<file path="src/rtl/serial_nibble_loader_pkg.sv">
// Shared constants and types for the serial nibble loader: frame levels,
// default word width and the deframer state encoding.
package serial_nibble_loader_pkg;

  localparam int DEF_DATA_W = 4;

  localparam logic START_BIT = 1'b0;
  localparam logic STOP_BIT  = 1'b1;

  localparam logic [1:0] ST_IDLE = 2'd0;
  localparam logic [1:0] ST_DATA = 2'd1;
  localparam logic [1:0] ST_STOP = 2'd2;

  typedef enum logic [1:0] {
    IDLE = ST_IDLE,
    DATA = ST_DATA,
    STOP = ST_STOP
  } state_e;

endpackage

</file>
<file path="src/rtl/serial_nibble_loader_if.sv">
// Serial-side inputs and register-side outputs of the loader; master drives
// the line and tick, slave (the loader) drives the parallel word and strobes.
interface serial_nibble_loader_if
  import serial_nibble_loader_pkg::*;
  #(parameter int DATA_W = DEF_DATA_W) ();

  logic              BitTick;
  logic              SerIn;
  logic [DATA_W-1:0] D;
  logic              Load;
  logic              FrameErr;
  logic              Busy;

  modport master (
    output BitTick, SerIn,
    input  D, Load, FrameErr, Busy
  );

  modport slave (
    input  BitTick, SerIn,
    output D, Load, FrameErr, Busy
  );

endinterface

</file>
<file path="src/rtl/serial_nibble_loader_sipo_shift_reg.sv">
// Serial-in/parallel-out shifter, new bits enter at the MSB so LSB-first data lands in place.
// Latency: one clk per shift; no backpressure, shifts whenever shift_en_i is high.
module sipo_shift_reg
  import serial_nibble_loader_pkg::*;
  #(parameter int DATA_W = DEF_DATA_W) (
  input  logic              clk_i,
  input  logic              rst_i,
  input  logic              shift_en_i,
  input  logic              ser_i,
  output logic [DATA_W-1:0] par_o
);

  logic [DATA_W-1:0] shreg_q;
  logic [DATA_W-1:0] shreg_d;

  generate
    if (DATA_W == 1) begin : g_single
      assign shreg_d = shift_en_i ? ser_i : shreg_q;
    end else begin : g_multi
      assign shreg_d = shift_en_i ? {ser_i, shreg_q[DATA_W-1:1]} : shreg_q;
    end
  endgenerate

  always_ff @(posedge clk_i) begin
    if (rst_i) begin
      shreg_q <= '0;
    end else begin
      shreg_q <= shreg_d;
    end
  end

  assign par_o = shreg_q;

endmodule

</file>
<file path="src/rtl/serial_nibble_loader.sv">
// Deframes start/data/stop serial frames into a parallel word with a one-cycle Load strobe.
// Latency: DATA_W+2 ticks plus one clk to Load; no backpressure, bad frames raise FrameErr.
module serial_nibble_loader
  import serial_nibble_loader_pkg::*;
  #(parameter int DATA_W = DEF_DATA_W) (
  input  logic                  Clk,
  input  logic                  Reset,
  serial_nibble_loader_if.slave bus
);

  localparam int CNT_W = (DATA_W > 1) ? $clog2(DATA_W) : 1;
  localparam logic [CNT_W-1:0] LAST_BIT = CNT_W'(DATA_W - 1);

  logic [1:0]        state_q, state_d;
  logic [CNT_W-1:0]  cnt_q, cnt_d;
  logic [DATA_W-1:0] d_q, d_d;
  logic              load_q, load_d;
  logic              ferr_q, ferr_d;
  logic              busy_q, busy_d;
  logic              shift_en;
  logic [DATA_W-1:0] shreg;

  sipo_shift_reg #(.DATA_W(DATA_W)) u_sipo (
    .clk_i      (Clk),
    .rst_i      (Reset),
    .shift_en_i (shift_en),
    .ser_i      (bus.SerIn),
    .par_o      (shreg)
  );

  always_comb begin
    state_d  = state_q;
    cnt_d    = cnt_q;
    d_d      = d_q;
    load_d   = 1'b0;
    ferr_d   = 1'b0;
    shift_en = 1'b0;
    if (bus.BitTick) begin
      case (state_q)
        ST_IDLE: begin
          if (bus.SerIn == START_BIT) begin
            state_d = ST_DATA;
            cnt_d   = '0;
          end
        end
        ST_DATA: begin
          shift_en = 1'b1;
          if (cnt_q == LAST_BIT) begin
            state_d = ST_STOP;
            cnt_d   = '0;
          end else begin
            cnt_d = cnt_q + 1'b1;
          end
        end
        ST_STOP: begin
          // A low stop bit ends the frame; it is never taken as the next start bit.
          if (bus.SerIn == STOP_BIT) begin
            d_d    = shreg;
            load_d = 1'b1;
          end else begin
            ferr_d = 1'b1;
          end
          state_d = ST_IDLE;
        end
        default: state_d = ST_IDLE;
      endcase
    end
    busy_d = (state_d != ST_IDLE);
  end

  always_ff @(posedge Clk) begin
    if (Reset) begin
      state_q <= ST_IDLE;
      cnt_q   <= '0;
      d_q     <= '0;
      load_q  <= 1'b0;
      ferr_q  <= 1'b0;
      busy_q  <= 1'b0;
    end else begin
      state_q <= state_d;
      cnt_q   <= cnt_d;
      d_q     <= d_d;
      load_q  <= load_d;
      ferr_q  <= ferr_d;
      busy_q  <= busy_d;
    end
  end

  assign bus.D        = d_q;
  assign bus.Load     = load_q;
  assign bus.FrameErr = ferr_q;
  assign bus.Busy     = busy_q;

endmodule

</file>
<file path="src/flat_wrapper.sv">
// flat-port wrapper written by rule: the top's interface ports become plain ports
module serial_nibble_loader_flat import serial_nibble_loader_pkg::*;
#(parameter int DATA_W = DEF_DATA_W)
  (Clk, Reset, bus_BitTick, bus_SerIn, bus_D, bus_Load, bus_FrameErr, bus_Busy);
  serial_nibble_loader_if #(.DATA_W(DATA_W)) bus_i ();
  input  logic Clk;
  input  logic Reset;
  input wire logic [$bits(bus_i.BitTick)-1:0] bus_BitTick;
  input wire logic [$bits(bus_i.SerIn)-1:0] bus_SerIn;
  output wire logic [$bits(bus_i.D)-1:0] bus_D;
  output wire logic [$bits(bus_i.Load)-1:0] bus_Load;
  output wire logic [$bits(bus_i.FrameErr)-1:0] bus_FrameErr;
  output wire logic [$bits(bus_i.Busy)-1:0] bus_Busy;
  assign bus_i.BitTick = bus_BitTick;
  assign bus_i.SerIn = bus_SerIn;
  assign bus_D = bus_i.D;
  assign bus_Load = bus_i.Load;
  assign bus_FrameErr = bus_i.FrameErr;
  assign bus_Busy = bus_i.Busy;
  serial_nibble_loader #(.DATA_W(DATA_W)) u_core (.Clk(Clk), .Reset(Reset), .bus(bus_i));
endmodule
</file>
<file path="config.mk">
export PLATFORM = sky130hd
export DESIGN_NAME = serial_nibble_loader_flat
export DESIGN_NICKNAME = d
export VERILOG_FILES = /design/src/rtl/serial_nibble_loader_pkg.sv /design/src/rtl/serial_nibble_loader_if.sv /design/src/rtl/serial_nibble_loader_sipo_shift_reg.sv /design/src/rtl/serial_nibble_loader.sv /design/src/flat_wrapper.sv
export SDC_FILE = /design/constraint.sdc
export NUM_CORES = 1
export LEC_CHECK = 0
export ABC_AREA = 0
export CAP_MARGIN = 5
export CORE_AREA = 8 8 45 47
export CTS_CLUSTER_SIZE = 20
export DETAILED_ROUTE_END_ITERATION = 6
export DIE_AREA = 0 0 53 55
export GPL_TIMING_DRIVEN = 0
export PLACE_DENSITY_LB_ADDON = 0.05
export RECOVER_POWER = 25
export SLEW_MARGIN = 40
export SYNTH_ARGS = -nofsm -noshare
export SYNTH_HDL_FRONTEND = slang
export SYNTH_SLANG_ARGS = --single-unit
</file>
<file path="constraint.sdc">
create_clock -name Clk -period 1.5 [get_ports Clk]
set_clock_uncertainty 0.05 [all_clocks]
set_input_delay 0.15 -clock Clk [delete_from_list [all_inputs] [get_ports Clk]]
set_output_delay 0.15 -clock Clk [all_outputs]
set_load 0.005 [all_outputs]
</file>
==> flow_summary.toml, run 1 <==
[run_status]
outcome = "complete, no violations"

[global_route]
grt_start_max_net_pins = 11
track_usage_pct = 9.12
grtUsageMet2_pct = 14.8
first_global_vias = 452
antenna_found_initial = 0
grt_pass1_wl_um = 1930
overflow = 0
met1_usage_pct = 8.94
grt_use_met3_pct = 3.74
grt.busiest_layer = "met2"

[clock_tree]
cts_setup_buffers = 0
cts_resized = 0
clock_sinks = 15
cts_tree = "done"
ctsHoldBuffers = 0
cts-root-buf = "clkbuf_4"
worstSkewPairLatency_ns = 0.29
htree_levels = 1
cts-buffers-inserted = 3
cts_buffer_depth = 2
path_clk_slew_ns = 0.10

[routing]
ant_nets = 0
wl_per_cell_um = 12.5
vias = 435
vias_per_cell = 5.12
drt_pass1_iterations = 4
drt_wl_total_um = 1070
drc = 0
drt_first_iter_violations = 8

[critical_path]
cp_slowest_stage_delay_ns = 0.51
critPathBufInv = 1
cp-end-kind = "output port"
crit_slowest_cell = "clkdlybuf4s50_1"
start_kind = "register"
cp_max_fo = 2
crit_type = "reg -> out"
crit_path_cell_trace = "clkdlybuf4s50_1"
cp.arrival_ns = 1.14
crit_family = "buffers and inverters"
worst_ep_required_time_ns = 1.30

[flow_run]
drv_cap = 0

[power_and_ir_drop]
pwr-share-clk_pct = 33.9
p_seq_share_pct = 59.6
p_per_area_mw_per_mm2 = 954
pwr-share-comb_pct = 6.5
switching_power_w = 0.000162
finalPower_w = 0.000687
p_sw_share_pct = 23.6
p_int_w = 0.000525
leakagePower_nw = 0.335
vdd_drop_max_mv = 0.437

[die]
dieHeight_um = 55
rows = 14
dieArea_mm2 = 0.00292
die_w_um = 53
coreArea_mm2 = 0.00138
start_util_pct = 42.1
ios = 11

[yosys]
yosys.cell_types.count = 20
synth.cell_area_um2 = 583
synth_warnings = 0
ys_async_sr_fraction_pct = 0
netlist.top_cell.by_area = "dfxtp_1"
syn_nets = 61
synth_top_area_share_pct = 51.5
yosysSeqAreaShare_pct = 51.5
yosys_most_used_dff = "dfxtp_1"
synth_edf_count = 0
postSynthAreaPerCell_um2 = 10.4
synth_cells = 56
ys_top_cells_by_area = "dfxtp_1, mux2i_1, nor2_1, nand3b_4, o21ai_0"
ys_ff_latch = 15

[timing]
finalMaxSlewViolations = 0
fin_crit_ns = 1.34
hold_viol = 0
relSlewSlack_pct = 71.2
whs_ns = 0.0939
fin_crit_sh_pct = 89.6
finalSetupTns_ns = 0
max_freq_ghz = 0.744
setup_viol = 0
max_slew.worst_pin.slew_ns = 0.432
rsz0062_at_grt = "no"

[final_layout]
mostFrequentLayoutCell = "dfxtp_1"
antenna_cells = 0
fillCellCount = 145
finalNonFillerCells = 85
drive_above_1_share_pct = 11.6
final_cell_mix = "dfxtp_1, nor2_1, mux2i_1, clkdlybuf4s50_1"
finalNetCount = 75
final_cell_area_um2 = 721
syn_to_final_growth_pct = 23.6

[placed_design]
placed_cells = 81
placed_area_um2 = 693
finalWeightedCongestion = 0.650
port_buffers = 9

[worst_hold_path]
hp-class = "in -> reg"
## Yosys cell counts, types with 2 or more instances
master    instances
mux2i_1           8
nor2_1           11
inv_1             2
nand2b_1          2
dfxtp_1          15
a21oi_1           2
o21ai_0           3
## registers in the layout (all words and copies together), names as in the netlist
signal and flops:
u_core.cnt_q 2, u_core.bus.Load 1, u_core.bus.Busy 1, u_core.bus.FrameErr 1
u_core.state_q 2, u_core.u_sipo.par_o 4, u_core.bus.D 4
## per-stage QoR
step | worst slack, ns | util, %
floorplan | 0.411 | -
global placement | 0.0872 | 50.1
finish | 0.156 | 52.1
CTS | 0.132 | 52.1
detailed placement | 0.0752 | 50.1
global route | 0.0968 | 52.1
## per-layer routing
metal  up-vias  part of all wire [%]
met1       202                    45
met3         4                   6.6
li1        222                     -
met4         0                   2.4
met2         7                    46
met5         -                     0
## power by group through the flow
stage	Sequential (W)	Combinational, W	Clock (W)
finish	0.000410	0.0000447	0.000233
detailed placement	0.000419	0.0000456	0
global placement	0.000420	0.0000452	0
global route	0.000411	0.0000497	0.000263
CTS	0.000410	0.0000458	0.000245
floorplan	0.000419	0.0000280	0
## final cells by class
type / instances / area (um^2) / area share [%]
clock buffer: 3 / 22.5 / 3.13
inverter: 2 / 7.51 / 1.04
timing repair buffer: 9 / 90.1 / 12.5
buffer: 2 / 11.3 / 1.56
sequential: 15 / 300 / 41.7
multi-input combinational: 37 / 264 / 36.6
clock inverter: 1 / 5.00 / 0.694
tap: 16 / 20.0 / 2.78
## final timing paths
kind | from | slack (ns) | endpoint | cells after the start
max | u_core.bus.D[0]$_SDFFE_PP0P_ | 0.16 | bus_D[0] | 1
min | bus_BitTick | 0.09 | u_core.state_q[1]$_SDFF_PP0_ | 2
max reg2reg | u_core.state_q[0]$_SDFF_PP0_ | 0.31 | u_core.cnt_q[0]$_SDFFE_PP0P_ | 3
min reg2reg | u_core.cnt_q[1]$_SDFFE_PP0P_ | 0.44 | u_core.cnt_q[1]$_SDFFE_PP0P_ | 2
## worst register-to-register path, delay by kind of cell, from the launching register on
| kind | cells | cell delay [ns] |
|---|---|---|
| compound gates | 1 | 0.11 |
| flops | 1 | 0.47 |
| simple gates | 2 | 0.50 |
## logic make-up after synthesis
logic type,after synthesis,synth area share [%]
adders and majority gates,1,2.15
DFF,15,51.5
AOI/OAI and AO/OA,8,8.80
and+or+nand+nor,20,20.6
buffers and inverters,4,3.22
muxes,8,13.7
No activity file was read; power rests on OpenSTA's default activity.
==> inputs of run 2 (changes only) <==
--- a/config.mk
+++ b/config.mk
@@ -5,15 +5,16 @@
 export SDC_FILE = /design/constraint.sdc
 export NUM_CORES = 1
 export LEC_CHECK = 0
-export ABC_AREA = 0
+export ABC_AREA = 1
 export CAP_MARGIN = 5
-export CORE_AREA = 8 8 45 47
+export CORE_MARGIN = 8
+export CORE_UTILIZATION = 45
 export CTS_CLUSTER_SIZE = 20
 export DETAILED_ROUTE_END_ITERATION = 6
-export DIE_AREA = 0 0 53 55
 export GPL_TIMING_DRIVEN = 0
 export PLACE_DENSITY_LB_ADDON = 0.05
 export RECOVER_POWER = 25
+export SETUP_SLACK_MARGIN = 0.15
 export SLEW_MARGIN = 40
 export SYNTH_ARGS = -nofsm -noshare
 export SYNTH_HDL_FRONTEND = slang
==> flow_summary.toml, run 2 <==
[timing]
max_freq_ghz = 0.761
hold_viol = 0
rsz0062_at_grt = "no"
fin_crit_ns = 1.31
max_slew.worst_pin.slew_ns = 0.254
relSlewSlack_pct = 83.0
finalMaxSlewViolations = 0
setup_viol = 0
finalSetupTns_ns = 0
fin_crit_sh_pct = 87.6

[placed_design]
port_buffers = 10
dp_hpwl_um = 793
placed_area_um2 = 724
finalWeightedCongestion = 0.907
placed_cells = 109

[die]
ios = 11
coreArea_mm2 = 0.00128
die_w_um = 52.7
dieHeight_um = 52.7
rows = 13
start_util_pct = 47.1
dieArea_mm2 = 0.00278

[clock_tree]
cts_tree = "done"
path_clk_slew_ns = 0.08
ctsHoldBuffers = 0
clock_sinks = 15
cts_setup_buffers = 0
cts-buffers-inserted = 3
cts-root-buf = "clkbuf_4"
htree_levels = 1
worstSkewPairLatency_ns = 0.28
cts_buffer_depth = 2

[power_and_ir_drop]
p_per_area_mw_per_mm2 = 955
vdd_drop_max_mv = 0.641
leakagePower_nw = 0.355

[critical_path]
crit_path_cell_trace = "clkdlybuf4s50_1"
crit_slowest_cell = "clkdlybuf4s50_1"
start_kind = "register"
cp_slowest_stage_delay_ns = 0.50
cp-end-kind = "output port"
cp.arrival_ns = 1.11
startpoint = "u_core.bus.D[3]$_SDFFE_PP0P_"
worst_ep_required_time_ns = 1.30
rr_startpoint = "u_core.state_q[0]$_SDFF_PP0_"
crit_family = "buffers and inverters"
critPathBufInv = 1
cp_max_fo = 2
crit_type = "reg -> out"

[yosys]
postSynthAreaPerCell_um2 = 7.21
ys_top_cells_by_area = "dfxtp_1, nor2_1, nand2_1, o21ai_0, inv_1"
yosys_most_used_dff = "dfxtp_1"
synth_top_area_share_pct = 49.6
yosysSeqAreaShare_pct = 49.6
synth_common_cells = "nor2_1, dfxtp_1, nand2_1, inv_1, o21ai_0"
synth.cell_area_um2 = 606
synth.most_common_cell = "nor2_1"
synth_warnings = 0
ys_ff_latch = 15
netlist.top_cell.by_area = "dfxtp_1"
syn_nets = 89
yosys.cell_types.count = 13
synth_cells = 84
synth_edf_count = 0
ys_async_sr_fraction_pct = 0

[global_route]
first_global_vias = 407
grt_pass1_wl_um = 1650
grt_start_max_net_pins = 10
track_usage_pct = 7.96
antenna_found_initial = 0
overflow = 0

[final_layout]
finalNonFillerCells = 113
final_cell_area_um2 = 752
final_cell_mix = "nor2_1, dfxtp_1, nand2_1"
finalNetCount = 104
final_util_pct = 58.5
mostFrequentLayoutCell = "nor2_1"
syn_to_final_growth_pct = 24.2
drive_above_1_share_pct = 10.2
antenna_cells = 0

[routing]
ant_nets = 0
met1_length_um = 542
vias = 517
vias_per_cell = 4.58
routed.top_layer = "met4"
routed-wl-met3_um = 84
drt_wl_total_um = 1050
drt_first_iter_violations = 14
wl_met2_um = 406
drc = 0
drt_pass1_iterations = 4
wl_per_cell_um = 9.26

[run_status]
outcome = "complete, no violations"

[worst_hold_path]
min_from = "u_core.bus.D[2]$_SDFFE_PP0P_"
hp-class = "reg -> reg"

[flow_run]
drv_cap = 0
[run 2: changes by cell type after synthesis, sizes merged, moves of 2 or more]
cell | before | now
inv | 2 | 13
nand2 | 1 | 15
mux2i | 8 | 0
o21ai | 3 | 8
nand3 | 0 | 5
nor2 | 11 | 22
nand2b | 2 | 0
[run 2: logic make-up after synthesis]
family	after synthesis	share of synthesized area (%)
AOI/OAI and AO/OA	11	9.09
adders and majority gates	1	2.07
buffers and inverters	13	8.06
DFF	15	49.6
and+or+nand+nor	44	31.2
[run 2: worst paths after layout]
path	to	slack, ns	cells after the start
worst max register to register	u_core.u_sipo.par_o[2]$_SDFFE_PP0P_	0.42	5
worst max-delay path	bus_D[3]	0.19	1
worst min register to register	u_core.bus.D[2]$_SDFFE_PP0P_	0.43	2
worst min-delay path	u_core.bus.D[2]$_SDFFE_PP0P_	0.43	2
[run 2: final cells by class]
type	count	area (um^2)
multi-input cells	56	256
repair buffers	10	100
clock buffers	4	26.3
fillers	135	533
inverters	13	48.8
well taps	15	18.8
flip-flops and latches	15	302
[run 2: where the power goes]
| part | leakage, nW | internal, W | total [W] | switching [W] |
|---|---|---|---|---|
| Clock | 0.0150 | 0.000103 | 0.000227 | 0.000124 |
| Combinational | 0.218 | 0.0000291 | 0.0000681 | 0.0000390 |
| Sequential | 0.123 | 0.000412 | 0.000423 | 0.0000106 |
[run 2: what timing repair did]
item / CTS / global route
gates resized for setup: 0 / 2
endpoints found under the hold margin: 0 / 0
endpoints found under the setup margin: 0 / 2
[run 2: layer usage]
| metal | track usage, % | vias to the layer above |
|---|---|---|
| met3 | 3.69 | 2 |
| met5 | 0 | - |
| met2 | 10.7 | 14 |
| met4 | 5.17 | 0 |
| met1 | 9.82 | 210 |
| li1 | - | 291 |
[run 2: per-stage QoR]
step	total power (W)	setup slack, ns	hold slack [ns]
2_1_floorplan	0.000475	0.542	0.169
3_3_place_gp	0.000501	0.0991	0.414
3_5_place_dp	0.000501	0.115	0.420
4_1_cts	0.000727	0.177	0.441
5_1_grt	0.000755	0.161	0.453
6_report	0.000718	0.187	0.426
